## src/rtl/inst_fetcher_pkg.sv

```systemverilog
`default_nettype none
// +----------------------------------------------------------------------------+
// | inst_fetcher_pkg                                                           |
// | Opcode constants, fetch FSM encoding and J-immediate decode helper.        |
// | Revision: 1.0                                                              |
// +----------------------------------------------------------------------------+
package inst_fetcher_pkg;

    localparam logic [6:0] OPC_JAL  = 7'b1101111;
    localparam logic [6:0] OPC_JALR = 7'b1100111;

    typedef enum logic [1:0] {
        ST_FETCH = 2'd0,
        ST_MISS  = 2'd1,
        ST_OUT   = 2'd2,
        ST_STALL = 2'd3
    } fetch_state_e;

    function automatic logic [31:0] j_imm(input logic [31:0] inst);
        return {{12{inst[31]}}, inst[19:12], inst[20], inst[30:21], 1'b0};
    endfunction

endpackage
`default_nettype wire

```

## src/rtl/icache_dm.sv

```systemverilog
`default_nettype none
// +----------------------------------------------------------------------------+
// | icache_dm                                                                  |
// | Direct-mapped one-word-per-line instruction cache, async lookup, sync fill.|
// | Revision: 1.0                                                              |
// +----------------------------------------------------------------------------+
module icache_dm #(
    parameter int IDX_W = 4,
    localparam int TAG_W = 30 - IDX_W,
    localparam int LINES = 2 ** IDX_W
) (
    input  logic              clk_in,
    input  logic              rst_n_in,
    input  logic [IDX_W-1:0]  lookup_idx,
    input  logic [TAG_W-1:0]  lookup_tag,
    output logic              hit,
    output logic [31:0]       hit_data,
    input  logic              fill_en,
    input  logic [IDX_W-1:0]  fill_idx,
    input  logic [TAG_W-1:0]  fill_tag,
    input  logic [31:0]       fill_data
);

    logic [LINES-1:0] r_valid;
    logic [TAG_W-1:0] r_tag  [LINES];
    logic [31:0]      r_data [LINES];

    // Only the valid bits need reset; tag/data are qualified by them.
    always_ff @(posedge clk_in or negedge rst_n_in) begin
        if (!rst_n_in) begin
            r_valid <= '0;
        end else if (fill_en) begin
            r_valid[fill_idx] <= 1'b1;
        end
    end

    always_ff @(posedge clk_in) begin
        if (fill_en) begin
            r_tag[fill_idx]  <= fill_tag;
            r_data[fill_idx] <= fill_data;
        end
    end

    assign hit      = r_valid[lookup_idx] && (r_tag[lookup_idx] == lookup_tag);
    assign hit_data = r_data[lookup_idx];

endmodule
`default_nettype wire

```

## src/rtl/inst_fetcher.sv

```systemverilog
`default_nettype none
// +----------------------------------------------------------------------------+
// | inst_fetcher                                                               |
// | Instruction fetch FSM with JAL prediction and JALR stall; optional icache  |
// | enabled by macro INST_FETCHER_ICACHE_EN.                                   |
// | Revision: 1.0                                                              |
// +----------------------------------------------------------------------------+
module inst_fetcher
    import inst_fetcher_pkg::*;
#(
    parameter int          ICACHE_IDX_W = 4,
    parameter logic [31:0] RESET_PC     = 32'h0
) (
    input  logic        clk_in,
    input  logic        rst_n_in,
    input  logic        rdy_in,
    input  logic        mem_inst_ready_in,
    input  logic [31:0] mem_inst_in,
    output logic        mem_need_inst_out,
    output logic [31:0] mem_pc_out,
    output logic        stall_set_out,
    input  logic        stall_recover_in,
    input  logic [31:0] resume_pc_in,
    input  logic        clear_in,
    input  logic [31:0] redirect_pc_in,
    output logic        inst_valid_out,
    output logic [31:0] inst_out,
    output logic [31:0] pc_out,
    output logic        pred_taken_out,
    input  logic        issue_ready_in
);

    if (ICACHE_IDX_W < 1 || ICACHE_IDX_W > 28) begin : g_bad_idx_w
        $error("ICACHE_IDX_W out of range");
    end

    fetch_state_e r_state, w_state_nxt;
    logic [31:0]  r_pc, w_pc_nxt;
    logic         r_mem_need, w_mem_need_nxt;
    logic [31:0]  r_mem_pc, w_mem_pc_nxt;
    logic         r_inst_valid, w_inst_valid_nxt;
    logic [31:0]  r_inst, w_inst_nxt;
    logic [31:0]  r_pc_out, w_pc_out_nxt;
    logic         r_pred, w_pred_nxt;
    logic         w_stall_set;
    logic         w_hit;
    logic [31:0]  w_hit_data;

`ifdef INST_FETCHER_ICACHE_EN
    logic w_fill_en;

    // A word arriving during a flush is dropped, so it must never reach the cache.
    assign w_fill_en = rdy_in && !clear_in && (r_state == ST_MISS) && mem_inst_ready_in;

    icache_dm #(
        .IDX_W (ICACHE_IDX_W)
    ) u_icache (
        .clk_in     (clk_in),
        .rst_n_in   (rst_n_in),
        .lookup_idx (r_pc[ICACHE_IDX_W+1:2]),
        .lookup_tag (r_pc[31:ICACHE_IDX_W+2]),
        .hit        (w_hit),
        .hit_data   (w_hit_data),
        .fill_en    (w_fill_en),
        .fill_idx   (r_pc[ICACHE_IDX_W+1:2]),
        .fill_tag   (r_pc[31:ICACHE_IDX_W+2]),
        .fill_data  (mem_inst_in)
    );
`else
    assign w_hit      = 1'b0;
    assign w_hit_data = 32'h0;
`endif

    always_ff @(posedge clk_in or negedge rst_n_in) begin
        if (!rst_n_in) begin
            r_state      <= ST_FETCH;
            r_pc         <= RESET_PC;
            r_mem_need   <= 1'b0;
            r_mem_pc     <= 32'h0;
            r_inst_valid <= 1'b0;
            r_inst       <= 32'h0;
            r_pc_out     <= 32'h0;
            r_pred       <= 1'b0;
        end else if (rdy_in) begin
            r_state      <= w_state_nxt;
            r_pc         <= w_pc_nxt;
            r_mem_need   <= w_mem_need_nxt;
            r_mem_pc     <= w_mem_pc_nxt;
            r_inst_valid <= w_inst_valid_nxt;
            r_inst       <= w_inst_nxt;
            r_pc_out     <= w_pc_out_nxt;
            r_pred       <= w_pred_nxt;
        end
    end

    always_comb begin
        w_state_nxt      = r_state;
        w_pc_nxt         = r_pc;
        w_mem_need_nxt   = r_mem_need;
        w_mem_pc_nxt     = r_mem_pc;
        w_inst_valid_nxt = r_inst_valid;
        w_inst_nxt       = r_inst;
        w_pc_out_nxt     = r_pc_out;
        w_pred_nxt       = r_pred;
        w_stall_set      = 1'b0;

        if (clear_in) begin
            w_state_nxt      = ST_FETCH;
            w_pc_nxt         = redirect_pc_in;
            w_mem_need_nxt   = 1'b0;
            w_inst_valid_nxt = 1'b0;
        end else begin
            case (r_state)
                ST_FETCH: begin
                    if (w_hit) begin
                        w_state_nxt      = ST_OUT;
                        w_inst_valid_nxt = 1'b1;
                        w_inst_nxt       = w_hit_data;
                        w_pc_out_nxt     = r_pc;
                        w_pred_nxt       = (w_hit_data[6:0] == OPC_JAL);
                    end else begin
                        w_state_nxt    = ST_MISS;
                        w_mem_need_nxt = 1'b1;
                        w_mem_pc_nxt   = r_pc;
                    end
                end
                ST_MISS: begin
                    if (mem_inst_ready_in) begin
                        w_state_nxt      = ST_OUT;
                        w_mem_need_nxt   = 1'b0;
                        w_inst_valid_nxt = 1'b1;
                        w_inst_nxt       = mem_inst_in;
                        w_pc_out_nxt     = r_pc;
                        w_pred_nxt       = (mem_inst_in[6:0] == OPC_JAL);
                    end
                end
                ST_OUT: begin
                    if (issue_ready_in) begin
                        w_inst_valid_nxt = 1'b0;
                        if (r_inst[6:0] == OPC_JALR) begin
                            w_state_nxt = ST_STALL;
                            w_stall_set = 1'b1;
                            w_pc_nxt    = r_pc + 32'd4;
                        end else begin
                            w_state_nxt = ST_FETCH;
                            w_pc_nxt    = r_pc + (r_pred ? j_imm(r_inst) : 32'd4);
                        end
                    end
                end
                ST_STALL: begin
                    if (stall_recover_in) begin
                        w_state_nxt = ST_FETCH;
                        w_pc_nxt    = resume_pc_in;
                    end
                end
                default: w_state_nxt = ST_FETCH;
            endcase
        end
    end

    assign mem_need_inst_out = r_mem_need;
    assign mem_pc_out        = r_mem_pc;
    assign inst_valid_out    = r_inst_valid;
    assign inst_out          = r_inst;
    assign pc_out            = r_pc_out;
    assign pred_taken_out    = r_pred;
    assign stall_set_out     = w_stall_set && rdy_in;

endmodule
`default_nettype wire

```

## config.mk

```make
export PLATFORM = sky130hd
export DESIGN_NAME = inst_fetcher
export DESIGN_NICKNAME = d
export VERILOG_FILES = /design/src/rtl/inst_fetcher_pkg.sv /design/src/rtl/icache_dm.sv /design/src/rtl/inst_fetcher.sv
export SDC_FILE = /design/constraint.sdc
export NUM_CORES = 1
export LEC_CHECK = 0
export BUFFER_PORTS_ARGS = -buffer_cell sky130_fd_sc_hd__clkbuf_2
export CAP_MARGIN = 20
export CORE_AREA = 3 3 167 169
export DETAILED_ROUTE_END_ITERATION = 7
export DIE_AREA = 0 0 170 172
export PLACE_DENSITY = 0.55
export SYNTH_ARGS = -nofsm -noshare
export SYNTH_HDL_FRONTEND = slang
export SYNTH_SLANG_ARGS = --single-unit
```

## constraint.sdc

```tcl
create_clock -name clk_in -period 3.4 [get_ports clk_in]
set_input_delay 0.17 -clock clk_in [delete_from_list [all_inputs] [get_ports clk_in]]
set_output_delay 0.17 -clock clk_in [all_outputs]
set_load 0.005 [all_outputs]
```

==> impl_metrics.json <==
{
  "status": "complete, no violations",
  "drt_first_pass_iters": 5,
  "synth_top_family_by_area": "compound AO/OA/AOI/OAI gates",
  "grt_max_degree": 104,
  "yosys.area_share.adder_pct": 3.39,
  "met3WireLength_mm": 1.46,
  "synth_edf_count": 0,
  "syn_inst": 834,
  "cp_max_fo": 4,
  "grt_usage_pct": 18.2,
  "routed-wl-met2_mm": 12.8,
  "synth_seq_cells": 133,
  "chipWidth_um": 170,
  "critPathKind": "reg2reg",
  "core_um2": 26700,
  "slew_viol_final": 0,
  "syn-cell-area_um2": 7960,
  "fp.dieArea_um2": 29200,
  "die_height_um": 172,
  "cts_made_buffers": 17,
  "grt_pass1_vias": 7290,
  "yosysTopAreaCellShare_pct": 41.8,
  "max_freq_mhz": 309,
  "synth_compound_area_share_pct": 17.1,
  "required_ns": 3.68,
  "hold_path.class": "in2reg",
  "hold_path_end": "inst_out[6]$_DFFE_PN0P_",
  "final_hold_viol_count": 0,
  "powerDensity_nw_per_um2": 682,
  "rows": 60,
  "syn-num-nets": 958,
  "cts_tree": "yes",
  "post-dp-hpwl_mm": 19.4,
  "placed_area_um2": 9460,
  "grt_pass1_wl_mm": 41.6,
  "relSlewSlack_pct": 33.5,
  "syn2layout_area_growth_pct": 31.3,
  "drt_wl_total_mm": 26.8,
  "pin_count": 203,
  "final_cell_mix": "201 x clkbuf_2, 133 x dfrtp_1, 98 x mux2_2",
  "skew_ns": 0.0112,
  "worstPathCellList": "and2_1 > ha_1 > fa_2 > a211oi_4 > o21ai_1 > nand2_1 > a41oi_2 > buf_4 > a211o_4 > mux2_2 > nand3_1 > a221oi_2 > o21ai_0",
  "ant_nets": 0,
  "reg2reg_to": "r_pc[29]$_DFFE_PN0P_",
  "clockBufferDepth": 2,
  "yosys_warnings": 0,
  "synth-main-ff-cell": "dfrtp_1",
  "clkSlewWorstSetupHoldPaths_ns": 0.06,
  "cts_max_level": 4,
  "io_buffer_count": 202,
  "final_common_cell": "clkbuf_2",
  "syn_area_per_cell_um2": 9.55,
  "insertion_delay_ns": 0.42,
  "synthMuxAreaShare_pct": 14.8,
  "start_util_pct": 29.8,
  "final_nets": 1188,
  "period_needed_ns": 3.24,
  "synth_cell_types": 67,
  "synth-async-reset-ratio_pct": 100,
  "tightest_slew_ns": 0.997,
  "clock_sinks": 133,
  "gp_congestion": 0.888,
  "period_share_pct": 95.3,
  "start_kind": "register",
  "holdPathStages": 2,
  "ir_drop_mv": 0.341,
  "power.leakage_nw": 4.69,
  "top_layer": "met5",
  "cp_slowest_stage_delay_ns": 0.41,
  "ys_top_cells_by_area": "dfrtp_1 42%, mux2_2 14%, o21ai_0 3.8%, a21oi_1 3.4%, nand2_1 3.3%",
  "drt_iter0_drc": 440,
  "synth_top_area_cell": "dfrtp_1",
  "setup_violations": 0,
  "avgViaCountPerCell": 5.23,
  "r2r_cells": 13,
  "stdcell_count": 1417,
  "cp.arrival_ns": 3.52,
  "r2r_slack_ns": 0.16,
  "crit_slowest_cell": "dfrtp_1",
  "wire_per_inst_um": 18.9,
  "n_antenna_cell": 0,
  "worstHoldStart": "mem_inst_in[6]",
  "cts_root_buf": "clkbuf_16",
  "cap_viol_max_count": 0,
  "drc": 0,
  "dpl.cell_count": 1350,
  "final_layout_size_suffix_gt1_share_pct": 35.4,
  "antenna_found_initial": 2,
  "design_area_um2": 10500,
  "vias": 7408,
  "wl_met1_mm": 12.0,
  "yosysSeqAreaShare_pct": 41.8,
  "endpoint_kind": "register",
  "yosys.area_share.simple_pct": 16.5,
  "grt.overflow.total": 0,
  "rr_startpoint": "pred_taken_out$_DFFE_PN0P_",
  "synth_xor_area_share_pct": 3.41
}
==> synthesized netlist by cell type, types with 3 or more instances <==
cell type	count
o211ai_1	10
dfrtp_1	133
nand2_1	70
mux2_2	98
and2_1	24
a221o_1	3
nand3_1	27
o31ai_1	3
a21oi_1	54
a21o_1	9
nor2_1	58
a211oi_1	17
nand4_1	13
o21bai_1	3
xor2_1	14
nor3b_1	4
buf_1	5
nand4b_1	3
mux2i_1	6
xnor2_1	17
o21ai_1	4
o21a_1	4
or3_1	11
o22ai_1	4
and4_1	3
a211o_1	3
nand2b_1	5
o21ai_0	60
nor3_1	31
inv_1	6
clkbuf_1	50
and3_1	11
ha_1	20
a31oi_1	10
nor4_1	3
==> layer usage <==
layer  GRT usage (%)  vias up
met5               0        -
met4            5.40        4
met3            4.09       42
met2            30.1      229
met1            24.0     3604
li1                -     3529
==> where the power goes <==
| part | switching [W] | total [W] | leakage, nW | internal [W] |
|---|---|---|---|---|
| clock network | 0.000710 | 0.00190 | 0.294 | 0.00119 |
| logic | 0.00110 | 0.00237 | 2.78 | 0.00127 |
| registers | 0.000620 | 0.00286 | 1.62 | 0.00224 |
==> worst max path at each step <==
stage               slack, ns                       start                   end
floorplan                0.06  pred_taken_out$_DFFE_PN0P_  r_pc[23]$_DFFE_PN0P_
global placement         0.11  pred_taken_out$_DFFE_PN0P_  r_pc[27]$_DFFE_PN0P_
detailed placement       0.01  pred_taken_out$_DFFE_PN0P_  r_pc[27]$_DFFE_PN0P_
CTS                     0.006  pred_taken_out$_DFFE_PN0P_  r_pc[27]$_DFFE_PN0P_
global route            -0.03  pred_taken_out$_DFFE_PN0P_  r_pc[29]$_DFFE_PN0P_
finish                   0.16  pred_taken_out$_DFFE_PN0P_  r_pc[29]$_DFFE_PN0P_
==> logic make-up after synthesis <==
group / after synthesis
AOI/OAI and AO/OA: 212
xor gates and xnor gates: 31
adders and majority gates: 21
buffers and inverters: 63
DFF: 133
muxes: 105
and+or+nand+nor: 269
==> layout make-up <==
cell class                 count  area, µm²
fill                        2708      16300
multi-input combinational    638       4470
sequential                   133       3330
timing repair buffer         268       1610
clock buffer                  22        464
tap                          341        427
clock inverter                 9        128
inverter                       6       22.5
==> repair_timing <==
item	in CTS	in global routing
buffers inserted	0	2
hold buffers	34	0
endpoints found under the hold margin	134	0
setup endpoints to repair	0	10
resized for setup	0	10
==> registers in the layout (all words and copies together), names as in the netlist <==
register and flops:
r_state 2, r_pc 32, mem_pc_out 32, mem_need_inst_out 1, pc_out 32, inst_valid_out 1
pred_taken_out 1, inst_out 32
==> metrics by stage <==
stage          total power, W  util, %  TNS (ns)  setup slack [ns]  hold WS, ns
2_1_floorplan         0.00404        -         0            0.0551       -0.126
3_3_place_gp          0.00519     35.4         0             0.110        0.375
3_5_place_dp          0.00524     35.4         0            0.0109        0.374
4_1_cts               0.00722     38.9         0           0.00562      0.00263
5_1_grt               0.00765     39.1   -0.0259           -0.0259       0.0189
6_report              0.00713     39.1         0             0.160       0.0185
==> worst max-delay path, delay by kind of cell, from the launching register on <==
family,cells,cell delay (ns)
muxes,1,0.25
and+or+nand+nor,3,0.36
adders and majority gates,2,0.63
DFF,1,0.41
buffers and inverters,1,0.19
AOI/OAI and AO/OA,6,1.26
Power figures use the tool's default switching activity.
